## src/rtl/apb_master_exe_ctrl_w47.sv

```systemverilog
// APB master that sequences one W47 execution-unit command per request.
// Macro APB_EXE_CTRL_STATUS_READ_EN adds the trailing status readback step.
module apb_master_exe_ctrl_w47 #(
   parameter int DATA_WIDTH     = 8,
   parameter int ADDR_WIDTH     = 16,
   parameter int TIMEOUT_CYCLES = 16
) (
   input  logic                  i_PCLK,
   input  logic                  i_PRESET,
   input  logic                  i_cmd_valid,
   output logic                  o_cmd_ready,
   input  logic [DATA_WIDTH-1:0] i_cmd_oper,
   input  logic [DATA_WIDTH-1:0] i_cmd_argA,
   input  logic [DATA_WIDTH-1:0] i_cmd_argB,
   output logic                  o_rsp_valid,
   input  logic                  i_rsp_ready,
   output logic [DATA_WIDTH-1:0] o_rsp_result,
   output logic [3:0]            o_rsp_status,
   output logic [1:0]            o_rsp_err,
   output logic [ADDR_WIDTH-1:0] o_PADDR,
   output logic                  o_PSEL,
   output logic                  o_PENABLE,
   output logic                  o_PWRITE,
   output logic [DATA_WIDTH-1:0] o_PWDATA,
   input  logic                  i_PREADY,
   input  logic [DATA_WIDTH-1:0] i_PRDATA,
   input  logic                  i_PSLVERR
);

   localparam int WAIT_W = $clog2(TIMEOUT_CYCLES + 1);
   localparam logic [WAIT_W-1:0] WAIT_LAST = WAIT_W'(TIMEOUT_CYCLES - 1);

   localparam logic [1:0] S_IDLE   = 2'd0;
   localparam logic [1:0] S_SETUP  = 2'd1;
   localparam logic [1:0] S_ACCESS = 2'd2;
   localparam logic [1:0] S_RESP   = 2'd3;

`ifdef APB_EXE_CTRL_STATUS_READ_EN
   localparam logic [2:0] LAST_STEP = 3'd4;
`else
   localparam logic [2:0] LAST_STEP = 3'd3;
`endif

   logic [1:0]            state_q, state_d;
   logic [2:0]            step_q, step_d;
   logic [WAIT_W-1:0]     wait_q, wait_d;
   logic [DATA_WIDTH-1:0] oper_q, oper_d;
   logic [DATA_WIDTH-1:0] arga_q, arga_d;
   logic [DATA_WIDTH-1:0] argb_q, argb_d;
   logic [DATA_WIDTH-1:0] result_q, result_d;
   logic [1:0]            err_q, err_d;
`ifdef APB_EXE_CTRL_STATUS_READ_EN
   logic [3:0]            status_q, status_d;
`endif

   always_comb begin
      state_d  = state_q;
      step_d   = step_q;
      wait_d   = wait_q;
      oper_d   = oper_q;
      arga_d   = arga_q;
      argb_d   = argb_q;
      result_d = result_q;
      err_d    = err_q;
`ifdef APB_EXE_CTRL_STATUS_READ_EN
      status_d = status_q;
`endif
      unique case (state_q)
         S_IDLE: begin
            if (i_cmd_valid) begin
               oper_d   = i_cmd_oper;
               arga_d   = i_cmd_argA;
               argb_d   = i_cmd_argB;
               result_d = '0;
               err_d    = 2'b00;
               step_d   = 3'd0;
               wait_d   = '0;
`ifdef APB_EXE_CTRL_STATUS_READ_EN
               status_d = '0;
`endif
               state_d  = S_SETUP;
            end
         end
         S_SETUP: begin
            wait_d  = '0;
            state_d = S_ACCESS;
         end
         S_ACCESS: begin
            if (i_PREADY) begin
               if (step_q == 3'd3) result_d = i_PRDATA;
`ifdef APB_EXE_CTRL_STATUS_READ_EN
               if (step_q == 3'd4) status_d = i_PRDATA[3:0];
`endif
               // A slave error abandons the rest of the sequence.
               if (i_PSLVERR) begin
                  err_d   = 2'b01;
                  state_d = S_RESP;
               end else if (step_q == LAST_STEP) begin
                  state_d = S_RESP;
               end else begin
                  step_d  = step_q + 3'd1;
                  state_d = S_SETUP;
               end
            end else if (wait_q == WAIT_LAST) begin
               err_d   = 2'b10;
               state_d = S_RESP;
            end else begin
               wait_d = wait_q + WAIT_W'(1);
            end
         end
         S_RESP: begin
            if (i_rsp_ready) state_d = S_IDLE;
         end
         default: state_d = S_IDLE;
      endcase
   end

   always_ff @(posedge i_PCLK) begin
      if (i_PRESET) begin
         state_q  <= S_IDLE;
         step_q   <= '0;
         wait_q   <= '0;
         oper_q   <= '0;
         arga_q   <= '0;
         argb_q   <= '0;
         result_q <= '0;
         err_q    <= '0;
`ifdef APB_EXE_CTRL_STATUS_READ_EN
         status_q <= '0;
`endif
      end else begin
         state_q  <= state_d;
         step_q   <= step_d;
         wait_q   <= wait_d;
         oper_q   <= oper_d;
         arga_q   <= arga_d;
         argb_q   <= argb_d;
         result_q <= result_d;
         err_q    <= err_d;
`ifdef APB_EXE_CTRL_STATUS_READ_EN
         status_q <= status_d;
`endif
      end
   end

   logic                  busy;
   logic                  is_wr;
   logic [1:0]            addr_sel;
   logic [DATA_WIDTH-1:0] wdata;

   assign busy  = (state_q == S_SETUP) || (state_q == S_ACCESS);
   assign is_wr = (step_q < 3'd3);

   // Steps 3/4 read back the result/status registers at addresses 0/1.
   always_comb begin
      addr_sel = 2'd0;
      wdata    = '0;
      unique case (step_q)
         3'd0: wdata = oper_q;
         3'd1: begin
            addr_sel = 2'd1;
            wdata    = arga_q;
         end
         3'd2: begin
            addr_sel = 2'd2;
            wdata    = argb_q;
         end
         3'd4: addr_sel = 2'd1;
         default: addr_sel = 2'd0;
      endcase
   end

   assign o_cmd_ready  = (state_q == S_IDLE);
   assign o_rsp_valid  = (state_q == S_RESP);
   assign o_rsp_result = result_q;
   assign o_rsp_err    = err_q;
`ifdef APB_EXE_CTRL_STATUS_READ_EN
   assign o_rsp_status = status_q;
`else
   assign o_rsp_status = 4'd0;
`endif
   assign o_PSEL    = busy;
   assign o_PENABLE = (state_q == S_ACCESS);
   assign o_PWRITE  = busy && is_wr;
   assign o_PADDR   = busy ? ADDR_WIDTH'(addr_sel) : '0;
   assign o_PWDATA  = (busy && is_wr) ? wdata : '0;

endmodule

```

## config.mk

```make
export PLATFORM = sky130hd
export DESIGN_NAME = apb_master_exe_ctrl_w47
export DESIGN_NICKNAME = d
export VERILOG_FILES = /design/src/rtl/apb_master_exe_ctrl_w47.sv
export SDC_FILE = /design/constraint.sdc
export NUM_CORES = 1
export LEC_CHECK = 0
export CAP_MARGIN = 10
export CORE_MARGIN = 2
export CORE_UTILIZATION = 41
export DETAILED_ROUTE_END_ITERATION = 6
export PLACE_DENSITY = 0.77
export SLEW_MARGIN = 20
export SYNTH_ARGS = -nofsm -noshare
export SYNTH_HDL_FRONTEND = slang
export SYNTH_SLANG_ARGS = --single-unit
```

## constraint.sdc

```tcl
create_clock -name i_PCLK -period 1.7 [get_ports i_PCLK]
set_input_delay 0.34 -clock i_PCLK [delete_from_list [all_inputs] [get_ports i_PCLK]]
set_output_delay 0.34 -clock i_PCLK [all_outputs]
set_load 0.02 [all_outputs]
```

==> impl_table.tex <==
\begin{tabular}{lr}
\hline
Metric & Value \\
\hline
\multicolumn{2}{l}{\textbf{Run status}} \\
\quad Result of the run & complete, but fails checks \\
\quad Failing checks & design-rule violations, negative setup slack \\
\multicolumn{2}{l}{\textbf{Hold path}} \\
\quad Worst hold-check path type & register to register \\
\quad Min-Delay Path Depth & 2 \\
\quad Sink of the worst hold path & arga\_q[3] \\
\quad HP Start & arga\_q[3] \\
\multicolumn{2}{l}{\textbf{Worst setup path}} \\
\quad Worst setup SP type & register \\
\quad Worst reg-to-reg setup slack & -0.23 ns \\
\quad Critical Path AT & 1.61 ns \\
\quad Slowest cell on the critical path & sky130\_fd\_sc\_hd\_\_dfxtp\_2 \\
\quad Endpoint of the worst-slack reg-to-reg timing path & step\_q[0] \\
\quad WP data required & 1.36 ns \\
\quad Startpoint of the most critical register-to-register path & step\_q[0] \\
\quad Critical path peak fanout & 6 \\
\quad Critical path, cell by cell & inv\_2, ha\_4, o211ai\_1, buf\_4, buf\_8, nor2\_2, buf\_6 \\
\quad Largest incremental delay on the critical path & 0.35 ns \\
\quad Crit path kind & register to output port \\
\quad Endpoint class of the critical path & output port \\
\quad Depth of the most critical reg-to-reg path & 7 \\
\multicolumn{2}{l}{\textbf{Yosys}} \\
\quad Synthesized-area fraction occupied by ao, oa, aoi and oai cells & 19.3\% \\
\quad Post-synthesis adder-cell area fraction & 6.56\% \\
\quad Synth Instances & 281 \\
\quad Number of synthesized flops with an enable pin & 0 \\
\quad Total of warnings raised by yosys & 0 \\
\quad Mapped Area & 2290 um2 \\
\quad Fraction of synthesized area in multiplexers & 2.19\% \\
\quad Distinct cell type count of the synthesized netlist & 43 \\
\quad Post-synthesis sequential element count & 44 \\
\quad Sequential area share after synthesis & 38.5\% \\
\quad Post-synthesis share of cell area spent on and, or, nand and nor gates & 21.4\% \\
\quad Avg Synthesized Cell Area & 8.14 um2 \\
\quad Leading register cell type out of synthesis & sky130\_fd\_sc\_hd\_\_dfxtp\_1 \\
\quad Async set or reset register ratio after synthesis & 0\% \\
\quad Dominant combinational cell family by area after synthesis & simple AND/OR/NAND/NOR gates \\
\quad Xor/xnor share of the synthesized area & 0\% \\
\multicolumn{2}{l}{\textbf{CTS}} \\
\quad Longest Clk Path Bufs & 2 \\
\quad Hold-fix buffers, CTS & 0 \\
\quad TritonCTS clock tree & built \\
\quad Clock sink count & 44 \\
\quad Clock insertion delay at the later pin of the skew report & 0.30 ns \\
\quad H-tree level count & 2 \\
\quad Clock transition at the registers of the reported paths & 0.09 ns \\
\quad Cts bufs inserted & 5 \\
\quad Buffer cell driving the clock tree root & sky130\_fd\_sc\_hd\_\_clkbuf\_8 \\
\multicolumn{2}{l}{\textbf{STA}} \\
\quad Number of hold violations in the final report & 0 \\
\quad Worst setup slack after layout & -0.254 ns \\
\quad Final setup violation count & 18 \\
\quad Max Transition Viols Final & 0 \\
\quad Setup clock skew after layout & 0.00509 ns \\
\quad Minimum period implied by the final worst setup slack & 1.95 ns \\
\quad Final period utilization & 115\% \\
\quad Max Fclk & 512 MHz \\
\quad Setup repair after global routing missed its margin & true \\
\multicolumn{2}{l}{\textbf{Finish}} \\
\quad Count of nets after finishing & 419 \\
\quad Area added between synthesis and finish & 54.5\% \\
\quad Antenna diode count & 0 \\
\quad Fin cells & 442 \\
\quad Proportion of layout cells with a drive suffix above 1 & 29.5\% \\
\multicolumn{2}{l}{\textbf{Die}} \\
\quad Die Footprint & 6190 um2 \\
\quad Height of the die & 78.7 um \\
\quad Placeable core area & 5440 um2 \\
\quad Cell row count & 27 \\
\quad Chip width & 78.7 um \\
\quad Top-level port count & 81 \\
\quad Effective utilization at floorplan & 42.1\% \\
\multicolumn{2}{l}{\textbf{Global routing}} \\
\quad Global-route congestion overflow total & 0 \\
\quad Initial antenna violation count & 0 \\
\quad Total track usage & 20.2\% \\
\quad Vias in the first global route & 2,138 \\
\quad First-pass GRT wire length & 10.1 mm \\
\quad Largest net degree at the start of global routing & 25 \\
\multicolumn{2}{l}{\textbf{Run}} \\
\quad Max-cap violations & 0 \\
\multicolumn{2}{l}{\textbf{Pwr}} \\
\quad Fraction of power spent switching nets & 36.3\% \\
\quad Worst-case vdd ir drop & 0.442 mV \\
\quad Tot Pwr & 3.42 mW \\
\quad Pint & 2.18 mW \\
\quad Share of total power in sequential cells & 34.9\% \\
\quad Power share of the clock group & 19.7\% \\
\quad Leak pwr & 1.37 nW \\
\quad Power density of the placed cells & 967 nW/um2 \\
\quad Reported net switching power & 1.24 mW \\
\quad Combinational power share & 45.4\% \\
\multicolumn{2}{l}{\textbf{Drt}} \\
\quad 1st-pass router iterations & 7 \\
\quad Final ANT Viol Nets & 0 \\
\quad Wire per inst & 14.6 um \\
\quad Initial DRC count & 149 \\
\quad Routed vias & 2,345 \\
\quad Post-detailed-routing wire length & 6.46 mm \\
\quad DRC violation count after routing & 5 \\
\quad Post-detailed-route via-to-cell ratio & 5.31 \\
\multicolumn{2}{l}{\textbf{Placement}} \\
\quad Detailed placer's ending HPWL & 4.36 mm \\
\quad Placer congestion estimate & 0.852 \\
\quad Cells after DPL & 427 \\
\quad PortBufs & 62 \\
\hline
\end{tabular}
[per-layer routing]
| layer | GRT usage [%] | vias to the layer above | share of wire (%) |
|---|---|---|---|
| li1 | - | 1126 | - |
| met1 | 25.9 | 1119 | 42 |
| met2 | 33.0 | 90 | 51 |
| met3 | 3.86 | 10 | 5.1 |
| met4 | 8.77 | 0 | 2.0 |
| met5 | 0 | - | 0 |
[worst max-delay path by stage]
| stage | end | slack [ns] | depth (start not counted) | start |
|---|---|---|---|---|
| after floorplan | wait_q[0] | -0.06 | 7 | wait_q[0] |
| after global placement | o_PWDATA[7] | -0.34 | 5 | step_q[1] |
| after detailed placement | o_PWDATA[7] | -0.41 | 5 | step_q[1] |
| after CTS | o_PWDATA[7] | -0.24 | 7 | state_q[0] |
| after global routing | o_PWDATA[2] | -0.34 | 7 | state_q[0] |
| final | o_PWDATA[4] | -0.25 | 7 | state_q[0] |
[cells by family (layout without fill, tap and decap cells)]
logic type | after synthesis | count (layout)
AOI/OAI and AO/OA | 69 | 69
and+or+nand+nor | 99 | 99
muxes | 5 | 5
other | 1 | 18
buffers and inverters | 51 | 123
DFF | 44 | 44
adders and majority gates | 12 | 12
[critical path, delay by kind of cell (launching register included)]
family / cells / cell delay [ns]
compound gates: 1 / 0.12
fa+ha+maj: 1 / 0.26
buf+inv: 4 / 0.48
flops: 1 / 0.35
simple gates: 1 / 0.09
[power by group through the flow]
stage | Sequential [mW] | Clock (mW) | Combinational, mW
floorplan | 1.20 | 0 | 0.784
global placement | 1.20 | 0 | 1.29
detailed placement | 1.21 | 0 | 1.30
CTS | 1.19 | 0.682 | 1.44
global route | 1.20 | 0.724 | 1.68
finish | 1.19 | 0.674 | 1.55
[final cells by class]
type | instances | area (um2)
Clock buffer | 5 | 68.8
Sequential cell | 44 | 888
Inverter | 13 | 51.3
Tap cell | 72 | 90.1
Fill cell | 447 | 1910
Clock inverter | 3 | 18.8
Timing Repair Buffer | 102 | 967
Multi-Input combinational cell | 203 | 1450
[registers in the layout (all words and copies together), names as in the netlist]
register / cells
argb_q: 8
o_rsp_err: 2
wait_q: 5
step_q: 3
o_rsp_result: 8
arga_q: 8
state_q: 2
oper_q: 8
[per-stage QoR]
step	setup WS, ns	setup TNS, ns	hold slack, ns	util (%)	area (um2)
4_1_cts	-0.237	-2.86	0.464	63.0	3430
3_3_place_gp	-0.339	-6.24	0.444	58.1	3160
2_1_floorplan	-0.0570	-0.0830	0.436	-	2400
3_5_place_dp	-0.413	-6.83	0.451	58.1	3160
5_1_grt	-0.342	-4.29	0.487	65.0	3530
6_report	-0.254	-3.16	0.465	65.0	3530
[cells in the final DEF, fill, tap and decap left out, types with 5 or more instances in the layout]
cell,n
sky130_fd_sc_hd__a21oi_1,33
sky130_fd_sc_hd__a222oi_1,8
sky130_fd_sc_hd__buf_4,34
sky130_fd_sc_hd__buf_6,13
sky130_fd_sc_hd__clkbuf_8,5
sky130_fd_sc_hd__clkdlybuf4s50_1,47
sky130_fd_sc_hd__conb_1,18
sky130_fd_sc_hd__dfxtp_1,38
sky130_fd_sc_hd__dfxtp_2,6
sky130_fd_sc_hd__ha_1,5
sky130_fd_sc_hd__ha_4,6
sky130_fd_sc_hd__inv_1,7
sky130_fd_sc_hd__nand2_1,53
sky130_fd_sc_hd__nand4_1,10
sky130_fd_sc_hd__nor2_2,8
sky130_fd_sc_hd__o21ai_0,8
sky130_fd_sc_hd__o31ai_1,5
[Yosys cell counts, drive strengths merged, types with 2 or more instances]
master	number	area share (%)
nor2	8	1.3
inv	12	2.0
a222oi	8	3.5
nand4	10	2.7
nand2b	3	0.82
nor3	2	0.44
mux2i	5	2.2
nor2b	4	1.4
and2	2	0.55
clkbuf	14	2.3
o21ai	8	1.8
a2111oi	3	1.1
nand3	4	0.88
ha	12	6.6
or3b	2	0.77
nor3b	2	0.66
o32ai	2	0.77
buf	24	7.4
nand2	53	8.7
or4	2	0.66
a21oi	36	8.0
o31ai	6	2.0
dfxtp	44	39
[repair_timing]
action	4_1_cts	5_1_grt
buffers inserted	6	1
resized for setup	102	21
pin swaps	21	5
endpoints found under the setup margin	32	31
Power figures use the tool's default switching activity.
==> edit 1, RTL diff (config.mk and constraints unchanged) <==
Register the output `o_rsp_err` once more, with the module's reset; this adds one clock of latency there. The other outputs are not delayed to match.
--- a/src/rtl/apb_master_exe_ctrl_w47.sv
+++ b/src/rtl/apb_master_exe_ctrl_w47.sv
@@ -173,7 +173,13 @@
    assign o_cmd_ready  = (state_q == S_IDLE);
    assign o_rsp_valid  = (state_q == S_RESP);
    assign o_rsp_result = result_q;
-   assign o_rsp_err    = err_q;
+   always_ff @(posedge i_PCLK) begin
+      if (i_PRESET) begin
+         o_rsp_err <= '0;
+      end else begin
+         o_rsp_err <= err_q;
+      end
+   end
 `ifdef APB_EXE_CTRL_STATUS_READ_EN
    assign o_rsp_status = status_q;
 `else
Check against the original RTL: not equivalent (Yosys sat finds a counterexample within 4 cycles, from zero or initial values and one cycle with i_PRESET high).
==> edit 1 against the original RTL <==
  * The flow finishes with violations (setup timing)
  * Final area grew 2.1%
  * Total power grew 5.8%
  * Worst setup slack gained 0.017 ns
  * Clock power grew 19%
  * Sequential cell count grew 2
  * Area after synthesis grew 1.7%
  * Routed wire length grew 2.5%
  * Sequential share of layout area grew 0.66 points
  * Critical endpoint is now o_PWDATA[6]
==> edit 1: results (changes against the original RTL) <==
- Hold endpoint: argb_q[7] (was arga_q[3])
- Met3 WL: 290 µm (was 331 µm)
- CTS Buf Count: 5 (unchanged)
- Peak VDD IR: 532 µV (was 442 µV)
- Non-filler instance count after layout: 446 (was 442)
- Sw frac: 0.342 (was 0.363)
- Slowest cell on crit path: dfxtp_4 (was dfxtp_2)
- Asr flop ratio synth: 0 (unchanged)
- Final HPWL DP: 4.54 mm (was 4.36 mm)
- Sequential fraction of the synthesis area: 0.396 (was 0.385)
- Worst reg-to-reg setup slack: -0.10 ns (was -0.23 ns)
- Placed Area: 3230 µm² (was 3160 µm²)
- Synth Area in Adders: 0.0646 (was 0.0656)
- Pre-CTS setup slack: -0.431 ns (was -0.413 ns)
- Ranking of synthesized cells by area: dfxtp_1, nand2_1, a21oi_1 (unchanged)
- GRT met1 Usage: 0.251 (was 0.259)
- Slowest stage delay, CP: 0.40 ns (was 0.35 ns)
- Worst min path class: flop to flop (unchanged)
- # setup viols final: 14 (was 18)
- Worst setup path start: step_q[0] (was state_q[0])
- Layout cell share with drive strength beyond 1: 0.286 (was 0.295)
- Setup crit end: o_PWDATA[6] (was o_PWDATA[4])
- Metal2 WL: 3.48 mm (was 3.29 mm)
- Post-synthesis mux area share: 0.0301 (was 0.0219)
- Compound-Gate Fraction of Synth Area: 0.189 (was 0.193)
- Top cells by count, synth: nand2_1, dfxtp_1, a21oi_1, buf_4, clkbuf_1 (unchanged)
- Vias per inst: 5.28 (was 5.31)
- Gate Count Post-Synth: 285 (was 281)
- Largest net degree at the start of global routing: 29 (was 25)
- Status: complete, but fails checks (unchanged)
- Vias in the first global route: 2295 (was 2138)
- GPL Wtd Cong: 0.823 (was 0.852)
- Hold depth: 2 (unchanged)
- GR Util met2: 0.367 (was 0.330)
- Reg2Reg Depth: 6 (was 7)
- Setup TNS: -1.74 ns (was -3.16 ns)
- Clock root buffer: clkbuf_8 (unchanged)
- Leak: 1.36 nW (was 1.37 nW)
- Gr usage total: 0.209 (was 0.202)
- Layout Skew: 0.00796 ns (was 0.00509 ns)
- Initial DRC count: 170 (was 149)
- Violated checks: setup timing (was DRC, setup timing)
- Drt pass-1 iters: 6 (was 7)
- Hold_ws: 0.464 ns (was 0.465 ns)
- First-pass GRT wire length: 10.4 mm (was 10.1 mm)
- H-tree depth: 2 (unchanged)
- Worst setup margin: -0.237 ns (was -0.254 ns)
- R2R Path End: state_q[1] (was step_q[0])
- Final wirelength: 6.62 mm (was 6.46 mm)
- Fin nets: 423 (was 419)
- Hold_sp: argb_q[7] (was arga_q[3])
- Crit Path Max Fanout: 8 (was 6)
- Wl on met1: 2.71 mm (about the same)
- Post-Place Cells: 434 (was 427)
- Met3 Resource Use GR: 0.0295 (was 0.0386)
- Netlist cell types: 41 (was 43)
[edit 1: power groups by stage]
stage | clock (mW) | combinational, mW | sequential, mW
CTS | 0.821 | 1.49 | 1.24
detailed placement | 0 | 1.37 | 1.27
finish | 0.800 | 1.56 | 1.25
floorplan | 0 | 0.780 | 1.26
global route | 0.864 | 1.69 | 1.26
global placement | 0 | 1.34 | 1.26
[edit 1: layout make-up]
type,instances,area (µm²)
Fill cell,447,1900
Multi-Input combinational cell,208,1450
Timing Repair Buffer,102,985
Sequential cell,46,931
Tap cell,72,90.1
Clock buffer,6,72.6
Inverter,10,45.0
Clock inverter,2,37.5
[edit 1: worst reg2reg max path, stage by stage (launching register included)]
cell and delay (ns):
dfxtp_4 0.38, buf_4 0.15, ha_4 0.16, ha_4 0.15, or3b_4 0.43, a2111oi_4 0.31, o31ai_1 0.11
[edit 1: timing repair]
item / CTS / global route
pin swaps: 17 / 15
buffers inserted: 4 / 3
resized for setup: 107 / 19
setup endpoints to repair: 27 / 31
==> edit 2, RTL diff (same settings) <==
Made on the original files. `DATA_WIDTH`: 8 -> 10.
--- a/src/rtl/apb_master_exe_ctrl_w47.sv
+++ b/src/rtl/apb_master_exe_ctrl_w47.sv
@@ -1,7 +1,7 @@
 // APB master that sequences one W47 execution-unit command per request.
 // Macro APB_EXE_CTRL_STATUS_READ_EN adds the trailing status readback step.
 module apb_master_exe_ctrl_w47 #(
-   parameter int DATA_WIDTH     = 8,
+   parameter int DATA_WIDTH     = 10,
    parameter int ADDR_WIDTH     = 16,
    parameter int TIMEOUT_CYCLES = 16
 ) (
Ports: changed (6 resized); port bits go from 81 to 93. No check against the original RTL was run, so the function may have changed too.
==> edit 2 against the original RTL <==
  * The run ends with setup timing left
  * Routed wire length increased by 21%
  * Utilization increased by 2.6 points
  * Global-route usage increased by 0.46 points
  * Worst setup slack got worse by 0.20 ns
  * Final area increased by 20%
  * Area after synthesis increased by 15%
  * Total power increased by 20%
  * Critical path depth unchanged
  * Sequential cell count increased by 8
==> edit 2: results (changes against the original RTL) <==
- Ranking of synthesized cells by area: dfxtp_1, nand2_1, a21oi_1 (unchanged)
- Worst setup margin: -0.455 ns (was -0.254 ns)
- GPL Wtd Cong: 0.829 (was 0.852)
- Worst setup SP type: flop (unchanged)
- # setup viols final: 28 (was 18)
- Violated checks: setup timing (was DRC, setup timing)
- Synth warnings: 0 (unchanged)
- Final wirelength: 7.79 mm (was 6.46 mm)
- Placed Area: 3770 µm² (was 3160 µm²)
- R2R Path End: state_q[1] (was step_q[0])
- CTS Buf Count: 5 (unchanged)
- Netlist cell types: 46 (was 43)
- Status: complete, but fails checks (unchanged)
- Layout Skew: 0.00541 ns (was 0.00509 ns)
- Leak: 1.62 nW (was 1.37 nW)
- Ys flop type: dfxtp_1 (unchanged)
- Slowest cell on crit path: a222oi_1 (was dfxtp_2)
- Buffers on Ports: 74 (was 62)
- Peak VDD IR: 553 µV (was 442 µV)
- Crit Path Max Fanout: 5 (was 6)
- Worst Path Arrival: 1.82 ns (was 1.61 ns)
- Clock root buffer: clkbuf_8 (unchanged)
- Deepest clock path buffer count: 2 (unchanged)
- Setup crit end: o_PWDATA[1] (was o_PWDATA[4])
- Post-Place Cells: 490 (was 427)
- Largest net degree at the start of global routing: 31 (was 25)
- Worst min path class: input port to flop (was flop to flop)
- Top cells by count, synth: nand2_1, dfxtp_1, a21oi_1, buf_4, clkbuf_1 (unchanged)
- Slowest stage delay, CP: 0.38 ns (was 0.35 ns)
- Final HPWL DP: 5.12 mm (was 4.36 mm)
- Ant diodes: 0 (unchanged)
- Vias per inst: 5.31 (about the same)
- Asr flop ratio synth: 0 (unchanged)
- Vias in the first global route: 2535 (was 2138)
- Reg2Reg Depth: 8 (was 7)
- Initial antenna violation count: 0 (unchanged)
- Reg2reg start: step_q[1] (was step_q[0])
- Post-synth EDFFs: 0 (unchanged)
- First-pass GRT wire length: 11.9 mm (was 10.1 mm)
- Initial DRC count: 160 (was 149)
- Fillers: 476 (was 447)
- Register Area: 1050 µm² (was 888 µm²)
- Family with the most delay on the worst path: buffers and inverters (unchanged)
- Sequential fraction of the synthesis area: 0.397 (was 0.385)
- Avg Cell Area, Syn: 8.22 µm² (was 8.14 µm²)
- Layout cell share with drive strength beyond 1: 0.316 (was 0.295)
- Non-filler instance count after layout: 510 (was 442)
- Worst reg-to-reg setup slack: -0.29 ns (was -0.23 ns)
- Drt pass-1 iters: 6 (was 7)
- Clock transition at the registers of the reported paths: 0.10 ns
- H-tree depth: 2 (unchanged)
- Gr usage total: 0.206 (was 0.202)
- Clk Latency, worst-skew pair: 0.31 ns
edit 2: worst reg2reg max path, stage by stage (launching register included):
cell and delay [ns]:
dfxtp_2 0.35, buf_6 0.12, buf_4 0.13, buf_6 0.11, ha_4 0.15, ha_4 0.15
or3b_4 0.42, a2111oi_4 0.34, o31ai_1 0.11
edit 2: where the power goes:
group | switching, mW | internal (mW) | leakage [nW] | total (mW)
Sequential | 0.0728 | 1.34 | 0.426 | 1.41
Clock | 0.444 | 0.293 | 0.0445 | 0.738
Combinational | 0.979 | 0.962 | 1.15 | 1.94
Total | 1.50 | 2.59 | 1.62 | 4.09
edit 2: how the worst min path moves through the flow:
stage / start / endpoint / slack (ns) / depth (start not counted)
CTS: i_PRESET / state_q[0] / 0.26 / 2
global route: i_PRESET / state_q[0] / 0.27 / 2
floorplan: argb_q[3] / argb_q[3] / 0.43 / 2
global placement: argb_q[0] / argb_q[0] / 0.44 / 2
detailed placement: arga_q[5] / arga_q[5] / 0.45 / 2
finish: i_PRESET / state_q[0] / 0.26 / 2
edit 2: kinds of logic after synthesis:
kind of cell               count (synthesis)  share of synthesized area
other                                      1                    0.00143
muxes                                      7                     0.0267
DFF                                       52                      0.397
and+or+nand+nor                          117                      0.215
AOI/OAI and AO/OA                         81                      0.196
adders and majority gates                 12                     0.0572
buffers and inverters                     49                      0.107
edit 2: what timing repair did:
| action | 4_1_cts | 5_1_grt |
|---|---|---|
| pin swaps | 24 | 30 |
| cloned | 2 | 1 |
| setup endpoints to repair | 31 | 36 |
| resized for setup | 113 | 45 |
| buffers inserted | 2 | 9 |
| hold buffers | 0 | 0 |
edit 2: cell type report:
cell class,count,area share
timing repair buffer,130,0.301
clock buffer,5,0.0162
clock inverter,3,0.00502
inverter,8,0.00708
multi-input combinational,235,0.401
sequential,52,0.247
tap,77,0.0227
edit 2: stage by stage:
stage	setup slack [ns]	setup TNS, ns	total power [mW]
floorplan	0.00865	0	2.41
global placement	-0.453	-6.16	3.02
detailed placement	-0.563	-7.20	3.05
CTS	-0.390	-3.98	3.96
global route	-0.480	-7.03	4.30
finish	-0.455	-5.38	4.09
edit 2: metal layers:
layer  global-route usage  wire [µm]
met4               0.0850        218
met5                    0          0
met1                0.264       3230
met2                0.342       3960
met3               0.0366        373
